### src/rtl/imp_sched.sv
`default_nettype none
// +----------------------------------------------------------------------------+
// | imp_sched: timed impulse sequencer, one command at a time, slot/blank gen  |
// | Revision: 1.0                                                              |
// +----------------------------------------------------------------------------+
module imp_sched #(
    parameter int unsigned REQ_LEN = 4
) (
    input  logic        CLK,
    input  logic        rst_n,
    input  logic [63:0] TIME,
    input  logic        SYS_TIME_UPDATE,
    input  logic        DATA_WR,
    input  logic [63:0] TIME_START,
    input  logic [15:0] N_impulse,
    input  logic [1:0]  TYPE_impulse,
    input  logic [31:0] Interval_Ti,
    input  logic [31:0] Interval_Tp,
    input  logic [31:0] Tblank1,
    input  logic [31:0] Tblank2,
    output logic        IMP,
    output logic        BLANK,
    output logic [1:0]  TYPE_z,
    output logic [15:0] IMP_CNT,
    output logic        BUSY,
    output logic        REQ_COMM,
    output logic        CMD_ERR,
    output logic        CMD_OVR
);
    typedef enum logic [2:0] {
        S_IDLE  = 3'd0,
        S_ARMED = 3'd1,
        S_BLK1  = 3'd2,
        S_PULSE = 3'd3,
        S_BLK2  = 3'd4,
        S_GAP   = 3'd5,
        S_DONE  = 3'd6
    } state_t;

    localparam logic [3:0] c_REQ_LAST = 4'(REQ_LEN - 1);

    state_t      r_state, w_nxt, w_first;
    logic        r_upd_d;
    logic [63:0] r_start;
    logic [15:0] r_n, r_imp_cnt;
    logic [1:0]  r_type;
    logic [31:0] r_ti, r_tp, r_tb1, r_tb2, r_pcnt;
    logic [3:0]  r_req_cnt;
    logic        r_imp, r_blank, r_busy, r_req, r_err, r_ovr;

    logic        w_upd_rise, w_valid, w_in_slot, w_slot_end;
    logic        w_load, w_err, w_ovr, w_slot_start, w_cnt_inc;
    logic [33:0] w_sum;
    logic [31:0] w_pn, w_end_pulse, w_end_blk2;

    assign w_upd_rise  = SYS_TIME_UPDATE & ~r_upd_d;
    // Widened sum so a huge blanking value cannot wrap past the period check
    assign w_sum       = {2'b00, Tblank1} + {2'b00, Interval_Ti} + {2'b00, Tblank2};
    assign w_valid     = (N_impulse != 16'd0) && (Interval_Ti != 32'd0) &&
                         (w_sum <= {2'b00, Interval_Tp}) && (TIME_START > TIME);
    assign w_first     = (r_tb1 != 32'd0) ? S_BLK1 : S_PULSE;
    assign w_pn        = r_pcnt + 32'd1;
    assign w_end_pulse = r_tb1 + r_ti;
    assign w_end_blk2  = w_end_pulse + r_tb2;
    assign w_slot_end  = (r_pcnt == r_tp - 32'd1);
    assign w_in_slot   = (r_state == S_BLK1) || (r_state == S_PULSE) ||
                         (r_state == S_BLK2) || (r_state == S_GAP);

    always_comb begin
        w_nxt        = r_state;
        w_load       = 1'b0;
        w_err        = 1'b0;
        w_ovr        = 1'b0;
        w_slot_start = 1'b0;
        w_cnt_inc    = 1'b0;
        case (r_state)
            S_IDLE, S_ARMED: begin
                if (DATA_WR) begin
                    w_load = 1'b1;
                    w_nxt  = w_valid ? S_ARMED : S_DONE;
                    w_err  = ~w_valid;
                end else if (r_state == S_ARMED) begin
                    if (w_upd_rise && (r_start <= TIME)) begin
                        w_nxt = S_DONE;
                        w_err = 1'b1;
                    end else if (TIME >= r_start) begin
                        w_nxt        = w_first;
                        w_slot_start = 1'b1;
                    end
                end
            end
            S_BLK1, S_PULSE, S_BLK2, S_GAP: begin
                w_ovr = DATA_WR;
                if (w_upd_rise) begin
                    w_nxt = S_DONE;
                    w_err = 1'b1;
                end else if (w_slot_end) begin
                    w_cnt_inc = 1'b1;
                    if (r_imp_cnt + 16'd1 == r_n) begin
                        w_nxt = S_DONE;
                    end else begin
                        w_nxt        = w_first;
                        w_slot_start = 1'b1;
                    end
                end else if (w_pn < r_tb1) begin
                    w_nxt = S_BLK1;
                end else if (w_pn < w_end_pulse) begin
                    w_nxt = S_PULSE;
                end else if (w_pn < w_end_blk2) begin
                    w_nxt = S_BLK2;
                end else begin
                    w_nxt = S_GAP;
                end
            end
            S_DONE: begin
                w_ovr = DATA_WR;
                if (r_req_cnt == c_REQ_LAST) begin
                    w_nxt = S_IDLE;
                end
            end
            default: w_nxt = S_IDLE;
        endcase
    end

    always_ff @(posedge CLK or negedge rst_n) begin
        if (!rst_n) begin
            r_state   <= S_IDLE;
            r_upd_d   <= 1'b0;
            r_start   <= 64'd0;
            r_n       <= 16'd0;
            r_type    <= 2'd0;
            r_ti      <= 32'd0;
            r_tp      <= 32'd0;
            r_tb1     <= 32'd0;
            r_tb2     <= 32'd0;
            r_pcnt    <= 32'd0;
            r_imp_cnt <= 16'd0;
            r_req_cnt <= 4'd0;
            r_imp     <= 1'b0;
            r_blank   <= 1'b0;
            r_busy    <= 1'b0;
            r_req     <= 1'b0;
            r_err     <= 1'b0;
            r_ovr     <= 1'b0;
        end else begin
            r_state   <= w_nxt;
            r_upd_d   <= SYS_TIME_UPDATE;
            r_req_cnt <= (r_state == S_DONE) ? r_req_cnt + 4'd1 : 4'd0;
            if (w_load) begin
                r_start <= TIME_START;
                r_n     <= N_impulse;
                r_type  <= TYPE_impulse;
                r_ti    <= Interval_Ti;
                r_tp    <= Interval_Tp;
                r_tb1   <= Tblank1;
                r_tb2   <= Tblank2;
            end
            if (w_slot_start) begin
                r_pcnt <= 32'd0;
            end else if (w_in_slot) begin
                r_pcnt <= w_pn;
            end
            if (w_load) begin
                r_imp_cnt <= 16'd0;
            end else if (w_cnt_inc) begin
                r_imp_cnt <= r_imp_cnt + 16'd1;
            end
            // Outputs decoded from the next state so they line up with it
            r_imp   <= (w_nxt == S_PULSE);
            r_blank <= (w_nxt == S_BLK1) || (w_nxt == S_PULSE) || (w_nxt == S_BLK2);
            r_busy  <= (w_nxt != S_IDLE);
            r_req   <= (w_nxt == S_DONE);
            r_err   <= w_err;
            r_ovr   <= w_ovr;
        end
    end

    assign IMP      = r_imp;
    assign BLANK    = r_blank;
    assign TYPE_z   = r_type;
    assign IMP_CNT  = r_imp_cnt;
    assign BUSY     = r_busy;
    assign REQ_COMM = r_req;
    assign CMD_ERR  = r_err;
    assign CMD_OVR  = r_ovr;
endmodule
`default_nettype wire

### config.mk
export PLATFORM = sky130hd
export DESIGN_NAME = imp_sched
export DESIGN_NICKNAME = d
export VERILOG_FILES = /design/src/rtl/imp_sched.sv
export SDC_FILE = /design/constraint.sdc
export NUM_CORES = 1
export LEC_CHECK = 0
export CAP_MARGIN = 10
export CORE_ASPECT_RATIO = 0.6
export CORE_MARGIN = 10
export CORE_UTILIZATION = 48
export CTS_CLUSTER_SIZE = 12
export DETAILED_ROUTE_END_ITERATION = 16
export PLACE_DENSITY = 0.71
export SYNTH_ARGS = -nofsm -noshare
export SYNTH_HDL_FRONTEND = slang
export SYNTH_SLANG_ARGS = --single-unit
### constraint.sdc
create_clock -name CLK -period 12.1 [get_ports CLK]
set_clock_uncertainty 0.05 [all_clocks]
set_input_delay 2.42 -clock CLK [delete_from_list [all_inputs] [get_ports CLK]]
set_output_delay 2.42 -clock CLK [all_outputs]
set_load 0.005 [all_outputs]
# After elaboration in Yosys (flattened, before gate mapping)
# Cells that the tools add are included.
dict set report totals {
  regBits 272
  inputBits 278
  out_inout_bits 24
  word_cells 106
}
dict set report classes {
  n_addsub 8
  order_cmp 7
  n_eq_ne 13
  muxes 38
  n_bitwise 3
  n_reduce_logical 19
}
# op count
set op_table {}
lappend op_table {{< comparator 32 bit} 3}
lappend op_table {{adder 32 bit} 2}
lappend op_table {{greater-or-equal comparator 64 bit} 1}
lappend op_table {{> comparator 64 bit} 1}
lappend op_table {{less-or-equal comparator 64 bit} 1}
lappend op_table {{2-to-1 mux 32 bit} 2}
lappend op_table {{nonzero test 32 bit} 2}
lappend op_table {{adder 33 x 32 -> 34 bit} 1}
lappend op_table {{less-or-equal comparator 34 x 32 -> 1 bit} 1}
lappend op_table {{adder 32 x 32 -> 33 bit} 1}
lappend op_table {{2-to-1 mux 3 bit} 11}
lappend op_table {{adder 32 x 1 -> 32 bit (second input constant)} 1}
lappend op_table {{== test 32 bit} 1}
lappend op_table {{2-to-1 mux 16 bit} 2}
lappend op_table {{subtractor 32 x 1 -> 32 bit (second input constant)} 1}
lappend op_table {{2-to-1 mux 1 bit} 19}
lappend op_table {{adder 16 x 1 -> 16 bit (second input constant)} 1}
lappend op_table {{== test 16 bit} 1}
lappend op_table {{nonzero test 16 bit} 1}
lappend op_table {{== test 3 bit (second input constant)} 5}
lappend op_table {{== test 3 x 2 -> 1 bit (second input constant)} 4}
lappend op_table {{one-hot mux 3 bit (3 select lines)} 1}
lappend op_table {{logical OR 1 bit} 5}
lappend op_table {{OR reduction 5 bit} 1}
lappend op_table {{other kinds (13)} 19}

# Depth between registers and ports, before layout
dict set report depth {
  word_depth 12
  depth_mapped 35
  mapped_depth_nobuf 35
}

# Worst setup path after synthesis
# No wires, ideal clock.
dict set report synth_timing {
  path_kind {input to register}
  start {in Interval_Ti[1]}
  end {reg r_busy, in the netlist BUSY}
  setup_time_ps 131
  t_arrival_ps 7242
  t_required_ps 11919
  setup_slack_ps 4677
  stages 23
  n_path_buf 0
  path_cell_list {fa_1 > ha_1 > fa_1 > a21oi_1 > o21ai_0 > a21oi_1 > a21o_1 > a31oi_1 > a21oi_1 > nor2_1 > o21ai_0 > nand2b_1 > xor2_1 > ha_1 > a211oi_1 > o21ai_0 > a211oi_1 > o2111ai_1 > o21ai_0 > o2111ai_1 > nor4_1 > o211ai_1 > or3_1}
}
dict set report synth_via {
  elab_chain_len 9
  word_cells_on_any_way 11
  cone_classes {add/sub: 2; order compare: 1; mux: 3; reduce/logical: 5}
}
# item line
set synth_lines {}
lappend synth_lines {{from (decl)} 17} ;# input logic [31:0] Interval_Ti,
lappend synth_lines {{adder 32 x 32 -> 33 bit} 58} ;# assign w_sum = {2'b00, Tblank1} + {2'b00, Interval_Ti} + {2'b00, Tblank2};
lappend synth_lines {{adder 33 x 32 -> 34 bit} 58}
lappend synth_lines {{less-or-equal comparator 34 x 32 -> 1 bit} 60} ;# (w_sum <= {2'b00, Interval_Tp}) && (TIME_START > TIME);
lappend synth_lines {{logical AND 1 bit *} 59} ;# assign w_valid = (N_impulse != 16'd0) && (Interval_Ti != 32'd0) &&
lappend synth_lines {{logical AND 1 bit *} 60}
lappend synth_lines {{2-to-1 mux 3 bit *} 80} ;# w_nxt = w_valid ? S_ARMED : S_DONE;
lappend synth_lines {{2-to-1 mux 3 bit *} 78} ;# if (DATA_WR) begin
lappend synth_lines {{one-hot mux 3 bit (3 select lines) *} 76} ;# case (r_state)
lappend synth_lines {{net w_nxt[1]} 42} ;# state_t r_state, w_nxt, w_first;
lappend synth_lines {{nonzero test 3 bit *} 171} ;# r_busy <= (w_nxt != S_IDLE);
lappend synth_lines {{to (signal assigned)} 171}
lappend synth_lines {{to (decl)} 49} ;# logic r_imp, r_blank, r_busy, r_req, r_err, r_ovr;
# Mark *: on every way through the listed nets, which the timed path passes. The rest lies on a longest branch.
# A chain may end at the register's enable or synchronous reset.

# Worst setup path in the final report
# Ends and elaborated chain as after synthesis.

==> results.yml <==
cts:
  clkLatencyLatePin_ps: 600
  cts_hold_buf: 0
  cts-resized-gates: 0
  cts_post_setup_buffers_inserted: 0
  cts_root_buffer: "clkbuf_16"
  cts_max_level: 1
  path_clk_slew_ps: 60
  clk_path_buf_depth: 3
  cts_sinks: 272
  numCtsBuffers: 30
  cts_tree: "done"
sta:
  finalSetupViolCount: 0
  worstMarginPinSlew_ps: 1200
  rsz0062_at_grt: "no"
  final_max_slew_viol_count: 0
  finalSetupTns_ps: 0
  slew_headroom: 0.197
  hold_violations: 0
  finalCritPeriodShare: 0.727
  max_freq_mhz: 114
  fin_crit_ps: 8790
yosys:
  synthFlopType: "dfrtp_1"
  avgSynthCellArea_um2: 8.29
  postSynthCellCount: 2905
  synth.area.top_cells: "dfrtp_1 28%, ha_1 18%, nand2_1 7.7%"
  synth_edf_count: 0
  ys_seq_elements: 272
  synthAdderAreaFrac: 0.212
  synth_top_family_by_area: "adder cells"
  syn-num-nets: 3571
  yosysTopAreaCell: "dfrtp_1"
  ys_seq_area_frac: 0.283
  yosys.area.top_type_share: 0.283
  synthDistinctLibCells: 91
  synthArstFlopShare: 1.00
  synthXorXnorAreaFrac: 0.0807
  synth_area_mm2: 0.0241
  ys.warnings.count: 0
  synth_compound_area_frac: 0.159
  muxShareOfSynthArea: 0.00462
  synth-simple-area-share: 0.205
routing:
  remaining_drc_errors: 0
  wire_per_inst_um: 21.9
  initialDrtViolationCount: 2380
  ant_nets: 0
  wirelength_mm: 83.9
  via_count: 22600
  first_pass_iters: 5
  vias_per_cell: 5.89
floorplanning:
  std_cell_rows: 63
  die-area_mm2: 0.0598
  ios: 302
  die-width_um: 309
  start_util: 0.487
  die_h_um: 194
  core_area_mm2: 0.0495
worst_setup_path:
  r2r_end: "BLANK"
  crit_slowest_cell: "o21ai_0"
  worst_ep_required_time_ps: 12520
  worst-setup-path-type: "in2reg"
  path_depth: 24
  cp-startpoint: "Interval_Ti[1]"
  worst-path-buf-inv: 1
  endpoint: "BUSY"
  cp-end-kind: "register"
  reg2reg_from: "r_tb1[0]"
  arrival_ps: 9210
  critPathTopFamily: "compound AO/OA/AOI/OAI gates"
  path_cells: "clkdlybuf4s50_1, fa_1, ha_1, fa_1, a21oi_1, o21ai_0, a21oi_1, a21o_1, a31oi_1, a21oi_1, nor2_1, o21ai_0, nand2b_1, xor2_1, ha_1, a211oi_1, o21ai_0, a211oi_1, o2111ai_1, o21ai_0, o2111ai_1, nor4_1, o211ai_1, or3_1"
  slowest_delay_ps: 730
  critical_path_peak_fanout: 5
  cp-start-kind: "input port"
  ff2ff_setup_slack_ps: 3720
  cpMostUsedCell: "o21ai_0"
  reg2regPathDepth: 36
job:
  maxCapViolCount: 0
layout:
  fin_cells: 3831
  fin_area_mm2: 0.0286
  drive_gt1_frac: 0.0277
  nNetsFinal: 3824
  area_growth_pct: 18.9
run_status:
  outcome: "complete, no violations"
worst_hold_path:
  hp-class: "reg2reg"
place:
  placed_area_mm2: 0.0277
  dp_hpwl_mm: 68.3
  io_buffers: 301
  dp.cells: 3776
  place_congestion: 0.962
power:
  powerDensity_mw_per_mm2: 306
  leakagePower_uw: 0.0135
  irDropWorstVdd_mv: 0.221
global_route:
  grt_pass1_vias: 22000
  grt.total_usage: 0.273
  grt_pass1_wl_mm: 130
  overflow: 0
  antenna_found_initial: 3
  grt_max_degree: 267
[metal layers]
| layer | vias to the layer above | wire (µm) | track usage |
|---|---|---|---|
| li1 | 10600 | - | - |
| met5 | - | 0 | 0 |
| met1 | 10900 | 39800 | 0.413 |
| met2 | 896 | 35400 | 0.399 |
| met3 | 98 | 6900 | 0.0461 |
| met4 | 0 | 1780 | 0.0567 |
[metrics by stage]
step,worst slack (ps),utilization,hold slack (ps),total power (µW)
floorplan,4680,-,383,5850
global placement,2980,0.559,395,7390
detailed placement,2730,0.559,411,7630
CTS,3360,0.579,418,8640
global route,2820,0.579,446,9520
finish,3310,0.579,414,8780
[flip-flops by register name, summed over array words and instances, names as in the netlist]
register / flops
r_start: 64
r_pcnt: 32
r_tb1: 32
r_tb2: 32
r_ti: 32
r_tp: 32
IMP_CNT: 16
r_n: 16
r_req_cnt: 4
r_state: 3
TYPE_z: 2
BLANK: 1
BUSY: 1
CMD_ERR: 1
CMD_OVR: 1
IMP: 1
REQ_COMM: 1
r_upd_d: 1
[cell usage after synthesis (all sizes together) (6+ instances only)]
cell	count
nor3	38
fa	35
nand3b	6
o21ai	214
a211o	9
xor2	103
buf	20
a211oi	24
a21o	64
nand4	83
and3	28
nand3	70
o2111ai	6
nand2b	27
o211ai	15
xnor2	119
clkbuf	71
or3	13
nand2	494
o22ai	6
ha	353
nor4	40
a2111oi	8
nor2b	30
a31oi	12
a311oi	6
a41oi	6
a21boi	9
and4	12
and2	11
dfrtp	272
o21a	14
mux2i	10
o31ai	10
inv	260
nor2	160
a21oi	162
o21bai	15
[power by group]
part	internal, µW	switching (µW)	total (µW)
Sequential	1290	365	1660
Clock	543	420	964
Combinational	2480	3670	6160
[worst register-to-register path, delay by kind of cell (launching register included)]
family	cells	cell delay (ps)
flops	1	520
buf+inv	2	310
simple gates	8	1580
compound gates	20	4370
fa+ha+maj	3	930
xor+xnor	3	490
[cell usage in the layout (no fill, tap or decap), types with 7 or more instances in the layout]
| cell type | netlist | routed |
|---|---|---|
| and4_1 | 12 | 12 |
| and2_1 | 11 | 10 |
| or3_1 | 13 | 13 |
| o21a_1 | 14 | 14 |
| a21oi_1 | 162 | 162 |
| nand2_1 | 493 | 492 |
| nand3_1 | 70 | 70 |
| ha_1 | 353 | 353 |
| a21o_1 | 64 | 64 |
| nand4_1 | 83 | 83 |
| xnor2_1 | 119 | 119 |
| a2111oi_0 | 7 | 7 |
| a211o_1 | 9 | 9 |
| a211oi_1 | 24 | 24 |
| clkinv_2 | 0 | 9 |
| dfrtp_1 | 272 | 272 |
| inv_1 | 260 | 260 |
| a31oi_1 | 12 | 12 |
| mux2i_1 | 10 | 10 |
| nor2_1 | 158 | 158 |
| nand2b_1 | 27 | 27 |
| o21ai_0 | 213 | 213 |
| o31ai_1 | 10 | 10 |
| xor2_1 | 103 | 103 |
| nor4_1 | 37 | 37 |
| nor2b_1 | 30 | 30 |
| o21bai_1 | 15 | 15 |
| a21boi_0 | 9 | 9 |
| buf_4 | 4 | 10 |
| clkdlybuf4s50_1 | 0 | 300 |
| and3_1 | 28 | 28 |
| nor3_1 | 36 | 36 |
| clkbuf_16 | 0 | 31 |
| o211ai_1 | 15 | 15 |
| fa_1 | 35 | 35 |
[layout make-up]
cell class	instances	area, µm²
Multi-Input combinational cell	2282	15900
Inverter	260	976
Antenna cell	2	5.00
Fill cell	4434	20900
Timing Repair Buffer	312	3110
Tap cell	650	813
Clock inverter	11	105
Clock buffer	42	877
Sequential cell	272	6810
[cells by family after synthesis]
kind of cell | Yosys count
AOI/OAI and AO/OA | 620
xor gates and xnor gates | 222
adders and majority gates | 388
buffers and inverters | 351
DFF | 272
muxes | 11
and+or+nand+nor | 1041
[worst min path at each step]
stage / start / to / slack [ps] / depth (start not counted)
6_report: r_req_cnt[0] / r_req_cnt[0] / 410 / 1
3_5_place_dp: r_req_cnt[0] / r_req_cnt[0] / 410 / 1
2_1_floorplan: r_req_cnt[0] / r_req_cnt[0] / 380 / 1
3_3_place_gp: r_req_cnt[0] / r_req_cnt[0] / 400 / 1
4_1_cts: r_req_cnt[0] / r_req_cnt[0] / 420 / 1
5_1_grt: r_ti[10] / r_ti[10] / 450 / 2
(Power assumes the default switching activity.)
